--- config.mk ---
export PLATFORM = sky130hd
export DESIGN_NAME = kernel_ctrl
export DESIGN_NICKNAME = d
export VERILOG_FILES = /design/src/rtl/kernel_ctrl.sv
export SDC_FILE = /design/constraint.sdc
export NUM_CORES = 1
export LEC_CHECK = 0
export BUFFER_PORTS_ARGS = -buffer_cell sky130_fd_sc_hd__clkbuf_2
export CAP_MARGIN = 20
export CORE_ASPECT_RATIO = 1.2
export CORE_MARGIN = 3
export CORE_UTILIZATION = 36
export CTS_BUF_LIST = sky130_fd_sc_hd__clkbuf_8
export DETAILED_ROUTE_END_ITERATION = 16
export SLEW_MARGIN = 10
export SYNTH_ARGS = -nofsm -noshare
export SYNTH_HDL_FRONTEND = slang
export SYNTH_SLANG_ARGS = --single-unit
--- constraint.sdc ---
create_clock -name clk -period 21.1 [get_ports clk]
set_clock_uncertainty 0.2 [all_clocks]
set_input_delay 3.165 -clock clk [delete_from_list [all_inputs] [get_ports clk]]
set_output_delay 3.165 -clock clk [all_outputs]
set_load 0.02 [all_outputs]
--- src/rtl/kernel_ctrl.sv ---
`default_nettype none
// +------------------------------------------------------------------------+
// | Module      : kernel_ctrl                                              |
// | Description : Assembles a column-streamed KxK kernel into a parallel   |
// |               matrix for the multiplier array.                         |
// | Revision    : 1.0 - initial release                                    |
// +------------------------------------------------------------------------+
module kernel_ctrl #(
  parameter int K_DIM  = 3,
  parameter int I_DIM  = 8,
  parameter int M_BITS = 16,
  parameter int M_CNT  = 16,
  parameter int K_SIZE = K_DIM * K_DIM,
  parameter int K_BITS = $clog2(K_DIM + 1)
) (
  input  logic                                   clk,
  input  logic                                   rst,
  output logic                                   in_ready,
  input  logic [K_DIM-1:0][M_BITS-1:0]           in_data,
  input  logic                                   in_last,
  input  logic                                   in_valid,
  output logic                                   out_valid,
  output logic [K_DIM-1:0][K_DIM-1:0][M_BITS-1:0] out_data
);

  localparam logic [K_BITS-1:0] c_last_col = K_BITS'(K_DIM - 1);

  // Parameters kept only for interface uniformity are referenced here so a
  // nonsensical configuration is at least visible at elaboration.
  if (I_DIM < 1 || M_CNT < 1 || K_SIZE != K_DIM * K_DIM) begin : g_cfg_invalid
  end

  logic                                    r_ready;
  logic                                    r_out_valid;
  logic [K_BITS-1:0]                       r_col;
  logic [K_DIM-1:0][K_DIM-1:0][M_BITS-1:0] r_staging;
  logic [K_DIM-1:0][K_DIM-1:0][M_BITS-1:0] r_out_data;

  logic                                    w_accept;
  logic                                    w_commit;
  logic [K_DIM-1:0][K_DIM-1:0][M_BITS-1:0] w_merged;

  always_comb begin
    w_accept = in_valid & r_ready;
    w_commit = w_accept & (in_last | (r_col == c_last_col));
    w_merged = r_staging;
    for (int r = 0; r < K_DIM; r++) begin
      for (int c = 0; c < K_DIM; c++) begin
        if (r_col == K_BITS'(c)) begin
          w_merged[r][c] = in_data[r];
        end
      end
    end
  end

  // On commit the current beat is merged straight into the output so the
  // last column never has to pass through the staging buffer.
  always_ff @(posedge clk or posedge rst) begin
    if (rst) begin
      r_ready     <= 1'b0;
      r_out_valid <= 1'b0;
      r_col       <= '0;
      r_staging   <= '0;
      r_out_data  <= '0;
    end else begin
      r_ready     <= 1'b1;
      r_out_valid <= w_commit;
      if (w_accept) begin
        if (w_commit) begin
          r_out_data <= w_merged;
          r_staging  <= '0;
          r_col      <= '0;
        end else begin
          r_staging  <= w_merged;
          r_col      <= r_col + K_BITS'(1);
        end
      end
    end
  end

  assign in_ready  = r_ready;
  assign out_valid = r_out_valid;
  assign out_data  = r_out_data;

endmodule
`default_nettype wire

==> flow_metrics.py <==
metrics = {
    "timing": {
        "rsz0062_at_grt": "no",
        "fin_setup_tns_ps": 0,
        "slew_headroom_pct": 31.4,
        "fmax_ghz": 0.188,
        "finalHoldViolations": 0,
        "finalSetupViolCount": 0,
        "slew_violations": 0,
        "fin_crit_sh_pct": 25.2,
        "finalCriticalPeriod_ps": 5320,
        "worstMarginPinSlew_ps": 1020,
    },
    "clock_tree": {
        "post_cts_buffers": 0,
        "clockRootBuffer": "clkbuf_8",
        "clk_pin_slew_worst_paths_ps": 60,
        "clkLatencyLatePin_ps": 570,
        "cts_tree": "done",
        "cts_sinks": 292,
        "ctsHoldBuffers": 0,
        "htree_num_levels": 2,
        "clockBufferDepth": 3,
        "cts_buffers": 50,
        "cts_resized": 0,
    },
    "route": {
        "drc_errors": 0,
        "drt_iter0_markers": 346,
        "dr.pass1.iters": 4,
        "totalWireLength_um": 28800,
        "detail-route-antenna-nets": 0,
        "viasPerCell": 5.11,
        "dr_total_vias": 7600,
        "routedWlPerCell_um": 19.3,
    },
    "logic_synthesis": {
        "ys_seq_elements": 292,
        "synth_top_area_share_pct": 59.2,
        "synthesis.area_mm2": 0.0123,
        "syn_area_per_cell_um2": 15.3,
        "yosysWarnings": 0,
        "seq_area_frac_synth_pct": 59.2,
        "netlist_instances": 809,
        "synth_fp_nets": 864,
        "ys_types": 17,
        "yosysTopAreaCell": "dfrtp_1",
        "synth.area.top_cells": "dfrtp_1, mux2_2, a32o_1",
    },
    "global_routing": {
        "grt_use_total_pct": 15.6,
        "grt_pass1_vias": 8141,
        "grt_max_degree": 142,
        "grt_antenna_before_repair": 0,
        "overflow": 0,
        "grt_pass1_wl_um": 46100,
    },
    "worst_hold_path": {
        "hold_path.class": "reg2reg",
    },
    "power": {
        "power_leakage_nw": 7.30,
        "ir_worst_vdd_mv": 0.0520,
        "power_per_cell_area_mw_per_mm2": 116,
    },
    "setup_path": {
        "path_max_fanout": 83,
        "timing_worst_setup_path_type": "in2reg",
        "cp_data_required_time_ps": 21350,
        "critPathSlowestCell": "buf_4",
        "cp_cell_sequence": "clkbuf_2, o211ai_4, buf_4, mux2_2",
        "crit_path_start_kind": "input port",
        "cp-end-kind": "flop",
        "cp.arrival_ps": 5570,
        "slowest_delay_ps": 890,
    },
    "layout": {
        "final_area_mm2": 0.0147,
        "n_antenna_cell": 0,
        "nNetsFinal": 1054,
        "layout_common_cells": "dfrtp_1, mux2_2, clkbuf_2",
        "synthToLayoutAreaGrowth_pct": 18.9,
        "final.fill_count": 3131,
        "final_core_util_pct": 43.8,
        "drive_gt1_share_pct": 55.2,
        "final_common_cell": "dfrtp_1",
    },
    "floorplan": {
        "die-area_mm2": 0.0366,
        "rows": 73,
        "start_util_pct": 36.8,
        "die_h_um": 209,
        "die_w_um": 175,
        "core_mm2": 0.0335,
        "ios": 198,
    },
    "placed_design": {
        "io_buffer_count": 197,
        "place.gp.congestion": 0.687,
        "place_area_mm2": 0.0137,
        "hpwlAfterDp_um": 16700,
    },
    "flow_run": {
        "max_cap_violations": 0,
    },
    "status": {
        "status": "finished, final reports clean",
    },
}
## final timing paths
check / startpoint / to / slack (ps) / cells past startpoint
min in group asynchronous: rst / out_data[139]$_DFFE_PP0P_ / 2650 / 2
worst max-delay path: in_last / out_data[123]$_DFFE_PP0P_ / 15780 / 4
worst min register to register: r_staging[142]$_DFFE_PP0P_ / r_staging[142]$_DFFE_PP0P_ / 280 / 1
max in group asynchronous: rst / r_staging[16]$_DFFE_PP0P_ / 16430 / 3
worst min-delay path: r_staging[142]$_DFFE_PP0P_ / r_staging[142]$_DFFE_PP0P_ / 280 / 1
worst max register to register: r_col[0]$_DFFE_PP0P_ / out_data[123]$_DFFE_PP0P_ / 17400 / 5
## cell families (layout without fill, tap and decap cells)
kind of cell,after synthesis,after routing,synth area share [%]
AO/OA/AOI/OAI,100,100,8.22
adder cells (fa/ha/maj),3,3,0.304
buffers and inverters,74,302,3.34
AND/OR/NAND/NOR,50,50,2.56
other,1,1,0.0304
multiplexers,289,289,26.4
flip-flops,292,292,59.2
## Yosys cell counts (all sizes together)
cell type / n
buf: 42
o211ai: 1
mux2: 289
inv: 4
and2: 48
a32o: 96
ha: 3
clkbuf: 28
o311ai: 2
a22o: 1
dfrtp: 292
and4bb: 1
nand2: 1
conb: 1
## registers in the layout (all words and copies together) (netlist names)
signal     cells
r_col          2
in_ready       1
out_data     144
r_staging    144
out_valid      1
## layout make-up
cell class | count | area [µm²] | area share [%]
flip-flops and latches | 292 | 7310 | 49.8
clock buffers | 64 | 881 | 6.00
well taps | 450 | 563 | 3.84
inverters | 4 | 22.5 | 0.153
clock inverters | 26 | 138 | 0.938
repair buffers | 208 | 1070 | 7.28
multi-input cells | 443 | 4700 | 32.0
## per-layer routing
metal	share of wire, %	vias to the layer above	track usage [%]	wire (µm)
met4	1.6	0	4.38	473
li1	-	3408	-	-
met3	5.1	32	3.74	1470
met2	49	187	26.3	14100
met5	0	-	0	0
met1	44	3973	20.2	12700
## worst max-delay path, delay by kind of cell
family                 cells  cell delay, ps
buffers and inverters      2            1050
AOI/OAI and AO/OA          1             820
muxes                      1             420
## stage by stage
stage,hold slack [ps],cells,setup slack (ps),power [mW]
2_1_floorplan,246,809,9670,1.05
3_3_place_gp,262,1397,15240,1.21
3_5_place_dp,263,1397,15190,1.22
4_1_cts,284,1487,15810,1.74
5_1_grt,291,1487,15690,1.80
6_report,278,1487,15780,1.71
## power breakdown
| group | switching, mW | internal (mW) | total (mW) | leakage (nW) |
|---|---|---|---|---|
| Clock | 0.227 | 0.284 | 0.510 | 0.590 |
| Combinational | 0.259 | 0.203 | 0.462 | 2.80 |
| Sequential | 0.0644 | 0.670 | 0.735 | 3.91 |
(Power assumes the default switching activity.)
